$ cat config.mk
export PLATFORM = sky130hd
export DESIGN_NAME = nibble_arith_pipe_flat
export DESIGN_NICKNAME = d
export VERILOG_FILES = /design/src/rtl/nibble_arith_pipe_if.sv /design/src/rtl/nibble_arith_pipe.sv /design/src/flat_wrapper.sv
export SDC_FILE = /design/constraint.sdc
export NUM_CORES = 1
export LEC_CHECK = 0
export CORE_MARGIN = 3
export CORE_UTILIZATION = 42
export CTS_BUF_LIST = sky130_fd_sc_hd__clkbuf_4 sky130_fd_sc_hd__clkbuf_8
export DETAILED_ROUTE_END_ITERATION = 8
export GPL_TIMING_DRIVEN = 0
export SETUP_SLACK_MARGIN = 0.1
export SYNTH_ARGS = -nofsm -noshare
export SYNTH_HDL_FRONTEND = slang
export SYNTH_SLANG_ARGS = --single-unit
$ cat constraint.sdc
create_clock -name clk -period 3.85 [get_ports clk]
set_clock_uncertainty 0.15 [all_clocks]
set_input_delay 0.77 -clock clk [delete_from_list [all_inputs] [get_ports clk]]
set_output_delay 0.77 -clock clk [all_outputs]
set_load 0.005 [all_outputs]
$ cat src/rtl/nibble_arith_pipe_if.sv
// ============================================================================
//  Module   : nibble_arith_pipe_if
//  Brief    : Operand/result valid-ready bundle for nibble_arith_pipe.
//  Revision : 1.0 - initial release
// ============================================================================
`default_nettype none

interface nibble_arith_pipe_if #(
    parameter int WIDTH     = 4,
    parameter int ACC_WIDTH = 8
);
    logic                 in_valid;
    logic                 in_ready;
    logic [1:0]           op;
    logic [WIDTH-1:0]     a;
    logic [WIDTH-1:0]     b;
    logic                 out_valid;
    logic                 out_ready;
    logic [ACC_WIDTH-1:0] result;
    logic                 carry;

    modport master (
        output in_valid, op, a, b, out_ready,
        input  in_ready, out_valid, result, carry
    );

    modport slave (
        input  in_valid, op, a, b, out_ready,
        output in_ready, out_valid, result, carry
    );
endinterface

`default_nettype wire

$ cat src/rtl/nibble_arith_pipe.sv
// ============================================================================
//  Module   : nibble_arith_pipe
//  Brief    : Two-stage valid/ready pipelined ADD/SUB/ACC/CLR unit with a
//             widened result and carry/borrow flag. Define NIBBLE_ARITH_SAT_EN
//             for saturating instead of wrapping arithmetic.
//  Revision : 1.0 - initial release
// ============================================================================
`default_nettype none

module nibble_arith_pipe #(
    parameter int WIDTH     = 4,
    parameter int ACC_WIDTH = 8
) (
    input  wire logic          clk,
    input  wire logic          reset,
    nibble_arith_pipe_if.slave s_if
);

    localparam int EXT = ACC_WIDTH + 1;

    localparam logic [1:0] c_OP_ADD = 2'b00;
    localparam logic [1:0] c_OP_SUB = 2'b01;
    localparam logic [1:0] c_OP_ACC = 2'b10;
    localparam logic [1:0] c_OP_CLR = 2'b11;

    logic                 r_s1_valid;
    logic [1:0]           r_s1_op;
    logic [WIDTH-1:0]     r_s1_a;
    logic [WIDTH-1:0]     r_s1_b;
    logic                 r_s2_valid;
    logic [ACC_WIDTH-1:0] r_result;
    logic                 r_carry;
    logic [ACC_WIDTH-1:0] r_acc;

    logic                 w_s2_adv;
    logic                 w_s1_adv;
    logic                 w_in_ready;
    logic                 w_accept;
    logic [EXT-1:0]       w_a_ext;
    logic [EXT-1:0]       w_b_ext;
    logic [EXT-1:0]       w_sum;
    logic [EXT-1:0]       w_diff;
    logic [EXT-1:0]       w_acc_sum;
    logic [ACC_WIDTH-1:0] w_res;
    logic                 w_carry;

    assign w_s2_adv   = !r_s2_valid || s_if.out_ready;
    assign w_s1_adv   = r_s1_valid && w_s2_adv;
    assign w_in_ready = !reset && (!r_s1_valid || w_s2_adv);
    assign w_accept   = s_if.in_valid && w_in_ready;

    assign s_if.in_ready  = w_in_ready;
    assign s_if.out_valid = r_s2_valid;
    assign s_if.result    = r_result;
    assign s_if.carry     = r_carry;

    // One extra bit of headroom: its value is the carry, or the borrow for SUB.
    assign w_a_ext   = EXT'(r_s1_a);
    assign w_b_ext   = EXT'(r_s1_b);
    assign w_sum     = w_a_ext + w_b_ext;
    assign w_diff    = w_a_ext - w_b_ext;
    assign w_acc_sum = EXT'(r_acc) + w_a_ext + w_b_ext;

    always_comb begin
        w_res   = '0;
        w_carry = 1'b0;
        case (r_s1_op)
            c_OP_ADD: begin
                w_res   = w_sum[ACC_WIDTH-1:0];
                w_carry = w_sum[ACC_WIDTH];
            end
            c_OP_SUB: begin
                w_res   = w_diff[ACC_WIDTH-1:0];
                w_carry = w_diff[ACC_WIDTH];
            end
            c_OP_ACC: begin
                w_res   = w_acc_sum[ACC_WIDTH-1:0];
                w_carry = w_acc_sum[ACC_WIDTH];
            end
            default: begin
                w_res   = '0;
                w_carry = 1'b0;
            end
        endcase
`ifdef NIBBLE_ARITH_SAT_EN
        if (w_carry) begin
            w_res = (r_s1_op == c_OP_SUB) ? '0 : '1;
        end
`endif
    end

    always_ff @(posedge clk or posedge reset) begin
        if (reset) begin
            r_s1_valid <= 1'b0;
            r_s1_op    <= '0;
            r_s1_a     <= '0;
            r_s1_b     <= '0;
            r_s2_valid <= 1'b0;
            r_result   <= '0;
            r_carry    <= 1'b0;
            r_acc      <= '0;
        end else begin
            if (w_accept) begin
                r_s1_valid <= 1'b1;
                r_s1_op    <= s_if.op;
                r_s1_a     <= s_if.a;
                r_s1_b     <= s_if.b;
            end else if (w_s1_adv) begin
                r_s1_valid <= 1'b0;
            end

            if (w_s1_adv) begin
                r_s2_valid <= 1'b1;
                r_result   <= w_res;
                r_carry    <= w_carry;
                // CLR yields w_res == 0, so both ACC and CLR load the result.
                if (r_s1_op == c_OP_ACC || r_s1_op == c_OP_CLR) begin
                    r_acc <= w_res;
                end
            end else if (s_if.out_ready) begin
                r_s2_valid <= 1'b0;
            end
        end
    end

endmodule

`default_nettype wire

$ cat src/flat_wrapper.sv
// flat-port wrapper written by rule: the top's interface ports become plain ports
module nibble_arith_pipe_flat 
#(
    parameter int WIDTH     = 4,
    parameter int ACC_WIDTH = 8
)
  (clk, reset, s_if_in_valid, s_if_op, s_if_a, s_if_b, s_if_out_ready, s_if_in_ready, s_if_out_valid, s_if_result, s_if_carry);
  nibble_arith_pipe_if #(.WIDTH(WIDTH), .ACC_WIDTH(ACC_WIDTH)) s_if_i ();
  input  wire logic clk;
  input  wire logic reset;
  input wire logic [$bits(s_if_i.in_valid)-1:0] s_if_in_valid;
  input wire logic [$bits(s_if_i.op)-1:0] s_if_op;
  input wire logic [$bits(s_if_i.a)-1:0] s_if_a;
  input wire logic [$bits(s_if_i.b)-1:0] s_if_b;
  input wire logic [$bits(s_if_i.out_ready)-1:0] s_if_out_ready;
  output wire logic [$bits(s_if_i.in_ready)-1:0] s_if_in_ready;
  output wire logic [$bits(s_if_i.out_valid)-1:0] s_if_out_valid;
  output wire logic [$bits(s_if_i.result)-1:0] s_if_result;
  output wire logic [$bits(s_if_i.carry)-1:0] s_if_carry;
  assign s_if_i.in_valid = s_if_in_valid;
  assign s_if_i.op = s_if_op;
  assign s_if_i.a = s_if_a;
  assign s_if_i.b = s_if_b;
  assign s_if_i.out_ready = s_if_out_ready;
  assign s_if_in_ready = s_if_i.in_ready;
  assign s_if_out_valid = s_if_i.out_valid;
  assign s_if_result = s_if_i.result;
  assign s_if_carry = s_if_i.carry;
  nibble_arith_pipe #(.WIDTH(WIDTH), .ACC_WIDTH(ACC_WIDTH)) u_core (.clk(clk), .reset(reset), .s_if(s_if_i));
endmodule
==> impl_results.md, run 1 <==
* Final max-slew violation count at 0
* Remaining DRCs at 0
* WL per Instance at between 15 and 20 µm
* Area contributors post-synth: dfrtp_1 (37%), ha_1 (10%), fa_1 (7.1%)
* Die area at between 5000 and 6000 µm²
* Boundary Pins at 25
* Yosys reg bits at 29
* Largest net degree at the start of global routing at 30
* Warnings, synthesis at 0
* Critical path data arrival time at 1.97 ns
* Synth area leader: dfrtp_1
* Cts-stage hold buffer count at 0
* Post-CTS Setup Bufs at 0
* Worst slack at placement at 0.948 ns
* Mapped Nets at roughly 230
* Power Density at about 630 nW/µm²
* Vias per cell at 5.58
* Nets at 260
* Total track usage at approximately 18%
* # resized after CTS at 0
* # diodes at 0
* Final setup margin at around 0.96 ns
* Worst setup EP type: output port
* Total negative slack at 0 ns
* Max Clk Rate at ~0.35 GHz
* Minimum clock period at 2.89 ns
* Worst EP required at 2.93 ns
* CP startpoint kind: input pin
* Fin area at 2370 µm²
* Leak at around 1.1 nW
* # Max-Cap Violations at 0
* Worst min-delay path class: reg2reg
* H-tree depth at 2
* Vias at between 1500 and 2000
* Seq/Total Area, Yosys at roughly 37%
* Row count at 24
* Post-synthesis cell count at about 190
* Vias in the first global route at 1651
* Total Power at around 1.5 mW
* Share of cells above drive strength 1 at 14.8%
* Async SR Flop Fraction at 100%
* Yosys top cell area share at roughly 37%
* # setup viols final at 0
* Clk sinks at 29
* Clk buf depth at 2
* Crit Path Class: in2out
* Initial core utilization at between 40% and 50%
* P&R area growth vs syn at 20.0%
* Total grt overflow at 0
* Final hold violation count at 0
* CTS tree: yes
* Area of the mapped netlist at around 2000 µm²
* Die H at around 75 µm
* Fin cells at 275
* Pre-antenna DRT Iters at 4
* Max-slew headroom at 24.9%
* Die Wd at 74.5 µm
* 1st-iter DRT viols at 73
* RSZ-0062 raised after global routing: no
* Antenna-violating nets left at 0
* Outcome: completed
* Placed cell areas at about 2300 µm²
* Worst Tran Pin Value at approximately 1.1 ns
* CP max FO at 2
* Top_reg_cell synth: dfrtp_1
* Root Driver: clkbuf_8
* Core area at about 4400 µm²
* Post-detail-place hpwl at about 3.3 mm
* Placer Congestion at ~0.85
* CTS buffer count at 5
* DP Cell Count at ~270
* Initial antenna violation count at 0
* Syn_area_per_cell at 10.3 µm²
* Synth unique cells at 48
* CTS clk-pin slew, worst paths at about 0.060 ns
* Port Buf Inserts at 24
* Final wirelength at between 4 and 5 mm
* Clock latency on the worst-skew pair at between 0.2 and 0.3 ns
* First-pass GRT wire length at about 7.3 mm
* Maximum vdd drop at slightly below 0.0003 V
* Period utilization at 75.2%
* Post-synth EDFFs at 0
layout by cell type, fill, tap and decap left out, types with 4 or more instances in the layout:
cell             instances
clkbuf_8                 6
inv_1                   14
mux2_2                  12
a21oi_1                  9
clkdlybuf4s50_1         24
nor2_1                  14
o31ai_1                  4
nand2_1                 18
ha_1                    16
o21ai_0                  6
fa_1                     7
a31oi_1                  4
buf_2                    4
dfrtp_1                 29
nand2b_1                 6
xor2_1                   4
where the power goes:
group | switching (mW) | internal, mW
Clock | 0.107 | 0.148
Combinational | 0.378 | 0.373
Sequential | 0.0786 | 0.397
final cells by class:
| class | count | area (µm²) |
|---|---|---|
| Inverter | 14 | 52.6 |
| Sequential cell | 29 | 726 |
| Timing Repair Buffer | 24 | 240 |
| Multi-Input combinational cell | 141 | 1150 |
| Buffer | 8 | 46.3 |
| Tap cell | 52 | 65.1 |
| Clock buffer | 7 | 90.1 |
| Fill cell | 406 | 2080 |
cells by family after synthesis:
family	synth area share [%]
adders and majority gates	17.2
muxes	7.36
xor gates and xnor gates	2.66
and+or+nand+nor	15.3
buffers and inverters	5.01
AOI/OAI and AO/OA	15.7
DFF	36.8
Yosys cell counts (2+ instances only):
cell      count
o22a_1        3
mux2_2       12
a21o_1        3
nor2_1       14
and4_1        2
a21oi_1       9
a222oi_1      2
fa_1          7
o21ai_0       6
inv_1        14
nor2b_1       3
ha_1         16
nand2_1      18
dfrtp_1      29
xor2_1        4
a31oi_1       4
nor3_1        2
clkbuf_1      2
buf_2         4
nand2b_1      6
xnor2_1       2
o31ai_1       4
through the flow:
stage / hold slack [ns] / utilization, %
after CTS: 0.332 / 53.3
after detailed placement: 0.319 / 51.3
after floorplan: 0.304 / -
after global routing: 0.370 / 53.3
after global placement: 0.311 / 51.3
final: 0.324 / 53.3
critical path: stages:
cell             delay [ns]
clkdlybuf4s50_1        0.47
nor2b_1                0.06
a21oi_2                0.15
clkdlybuf4s50_1        0.52
state kept, by name (all words and copies together), names as in the netlist:
signal	flops
u_core.s_if.result	8
u_core.r_s1_valid	1
u_core.s_if.out_valid	1
u_core.r_s1_op	2
u_core.r_acc	8
u_core.r_s1_a	4
u_core.s_if.carry	1
u_core.r_s1_b	4
metal layers:
metal	track usage, %	share of wire [%]	routed length [µm]
met5	0	0	0
met4	8.30	2.8	123
met3	4.32	3.9	169
met2	27.8	47	2050
met1	22.7	46	2000
final timing paths:
| path | startpoint | endpoint | slack (ns) | cells past startpoint |
|---|---|---|---|---|
| worst min register to register | u_core.s_if.result[1] | u_core.s_if.result[1] | 0.32 | 2 |
| worst max register to register | u_core.r_s1_a[1] | u_core.r_acc[2] | 1.09 | 8 |
| worst max-delay path | s_if_out_ready | s_if_in_ready | 0.96 | 4 |
| min in group asynchronous | reset | u_core.s_if.out_valid | 0.99 | 2 |
| worst min-delay path | u_core.s_if.result[1] | u_core.s_if.result[1] | 0.32 | 2 |
| max in group asynchronous | reset | u_core.r_acc[4] | 1.88 | 2 |
No activity file was read; power rests on OpenSTA's default activity.
==> inputs of run 2 (changes only) <==
Settings changed: PLACE_DENSITY from default to 0.66.
Clock period 3.85 ns to 2.4 ns, I/O delays scaled along.
==> impl_results.md, run 2 (synthesis results as in run 1) <==
* Remaining DRCs at 0 (unchanged)
* Total grt overflow at 0 (unchanged)
* Setup slack, reg-to-reg at -0.25 ns (-1.34 ns)
* # Max-Cap Violations at 0 (unchanged)
* GR Layer Usage met3 at 4.46% (+0.14 points)
* Die H at 74.5 µm (unchanged)
* Share of cells above drive strength 1 at 23.2% (+8.4 points)
* H-tree depth at 2 (unchanged)
* P_int at 1.71 mW (+87%)
* Hold Crit Depth at 2 (unchanged)
* Die area at 5560 µm² (unchanged)
* Initial antenna violation count at 0 (unchanged)
* Min-Delay Endpoint: u_core.s_if.result[0]
* Crit Path Class: reg2reg
* Leak at 1.16 nW (+5.3%)
* Placer Congestion at 0.885 (+3.8%)
* Min-delay src: u_core.s_if.result[0]
* Logic pwr share at 51.9% (+1.2 points)
* Worst EP required at 2.43 ns (-0.50 ns)
* Critical path data arrival time at 2.68 ns (+0.71 ns)
* Vias per cell at 5.36 (-3.8%)
* # fillers at 424 (+4.4%)
* Vias at 1529 (-0.33%)
* Worst slack at placement at -0.283 ns (-1.23 ns)
* Antenna-violating nets left at 0 (unchanged)
* Maximum vdd drop at 0.000441 V (+53%)
* Worst min-delay path class: reg2reg
* Total negative slack at -1.09 ns (-1.09 ns)
* # diodes at 0 (unchanged)
* Die Wd at 74.5 µm (unchanged)
* Final setup margin at -0.251 ns (-1.21 ns)
* Port Buf Inserts at 24 (unchanged)
* Hold_ws at 0.328 ns (+0.00429 ns)
* Critical R2R Capture: u_core.r_acc[2]
* Total track usage at 17.0% (-0.62 points)
* Failing checks: setup timing
* CTS clk-pin slew, worst paths at 0.07 ns (about the same)
* Worst Tran Pin Value at 1.09 ns (-0.0320 ns)
* Reg2Reg Depth at 8 (unchanged)
* Final max-slew violation count at 0 (unchanged)
* P&R area growth vs syn at 27.6%
* Clk sinks at 29 (unchanged)
* Period utilization at 110%
* Minimum clock period at 2.65 ns
* Final hold violation count at 0 (unchanged)
* GR Layer Usage met2 at 24.6% (-3.2 points)
* Nets at 269 (+3.5%)
* Core area at 4440 µm² (unchanged)
* Clock latency on the worst-skew pair at 0.29 ns (+0.02 ns)
* Worst setup EP type: register
* GRT Max-Usage Layer: met2
* Clk buf depth at 2 (unchanged)
* Commonest cells after routing, fill and taps aside: dfrtp_1 (27), clkdlybuf4s50_1 (23), nand2_1 (17), nor2_1 (14)
* WL per Instance at 14.9 µm (-5.5%)
* Vias in the first global route at 1440 (-13%)
* # setup viols final at 9 (+9)
* Reg power frac at 27.9% (-4.2 points)
* Boundary Pins at 25 (unchanged)
* Root Driver: clkbuf_8
* Fin util at 56.7% (+3.4 points)
* Most common cell after layout, fill and taps aside: dfrtp_1
* Psw at 980 µW (+74%)
* Max-slew headroom at 27.0% (+2.1 points)
* Final wirelength at 4.25 mm (-2.0%)
* First-pass GRT wire length at 7.02 mm (-4.1%)
* RSZ-0062 raised after global routing: yes
* 1st-iter DRT viols at 83 (+14%)
* Initial core utilization at 44.4% (unchanged)
* Max Clk Rate at approximately 0.38 GHz
* Pre-antenna DRT Iters at 4 (unchanged)
* Outcome: complete, but fails checks
* FF-to-FF Start: u_core.r_acc[1]
* Cts-stage hold buffer count at 0 (unchanged)
* CTS tree: yes
* Largest net degree at the start of global routing at 30 (unchanged)
* Row count at 24 (unchanged)
* CTS buffer count at 5 (unchanged)
* CP startpoint kind: register
* Post-detail-place hpwl at 3.09 mm (-7.3%)
* Clk pwr share at 20.2% (+3.0 points)
* Sw frac at 36.4% (-1.6 points)
* Power Density at 1070 nW/µm² (+71%)
* CP max FO at 2 (unchanged)
* Met1 Use GR at 24.5% (+1.9 points)
-- run 2: power by group through the flow --
stage	logic (mW)	clock network [mW]	registers (mW)
2_1_floorplan	0.830	0	0.753
3_3_place_gp	1.16	0	0.768
3_5_place_dp	1.18	0	0.770
4_1_cts	1.34	0.554	0.756
5_1_grt	1.54	0.571	0.777
6_report	1.40	0.545	0.751
-- run 2: worst max path at each step --
stage	startpoint	endpoint	slack, ns	cells after the start
3_5_place_dp	u_core.r_s1_b[1]	u_core.r_acc[2]	-0.28	8
3_3_place_gp	u_core.r_s1_b[1]	u_core.r_acc[2]	-0.30	8
2_1_floorplan	u_core.r_s1_b[1]	u_core.r_acc[2]	-0.13	8
6_report	u_core.r_acc[1]	u_core.r_acc[2]	-0.25	8
5_1_grt	u_core.r_acc[1]	u_core.r_acc[2]	-0.32	8
4_1_cts	u_core.r_acc[1]	u_core.r_acc[2]	-0.24	8
-- run 2: per-stage QoR --
stage	std cells	power [mW]	cell area, µm²
floorplan	192	1.58	1970
global route	285	2.89	2520
finish	285	2.69	2520
global placement	268	1.93	2280
detailed placement	268	1.95	2280
CTS	282	2.65	2480
-- run 2: worst max-delay path: stages, from the launching register on --
cell      delay, ns
dfrtp_1        0.40
fa_1           0.55
ha_2           0.19
inv_2          0.04
fa_1           0.48
inv_1          0.04
a222oi_1       0.33
nor2_1         0.09
mux2_2         0.27
-- run 2: area by class of cell --
type | instances | area (µm²) | share of cell area (%)
Multi-Input combinational cell | 141 | 1200 | 47.6
Sequential cell | 29 | 728 | 28.9
Timing Repair Buffer | 33 | 307 | 12.2
Clock buffer | 7 | 90.1 | 3.58
Tap cell | 52 | 65.1 | 2.58
Inverter | 14 | 52.6 | 2.09
Buffer | 8 | 46.3 | 1.84
Clock inverter | 1 | 30.0 | 1.19
-- run 2: routing by layer --
| metal | part of all wire, % | routed length (µm) | vias to the layer above |
|---|---|---|---|
| li1 | - | - | 761 |
| met1 | 48 | 2030 | 728 |
| met2 | 46 | 1970 | 33 |
| met3 | 4.5 | 193 | 7 |
| met4 | 1.5 | 65 | 0 |
| met5 | 0 | 0 | - |
-- run 2: what timing repair did --
item                       in CTS  in global routing
buffers inserted                6                  3
setup endpoints to repair      12                 14
gates resized for setup         8                  3
pin swaps                       8                  6
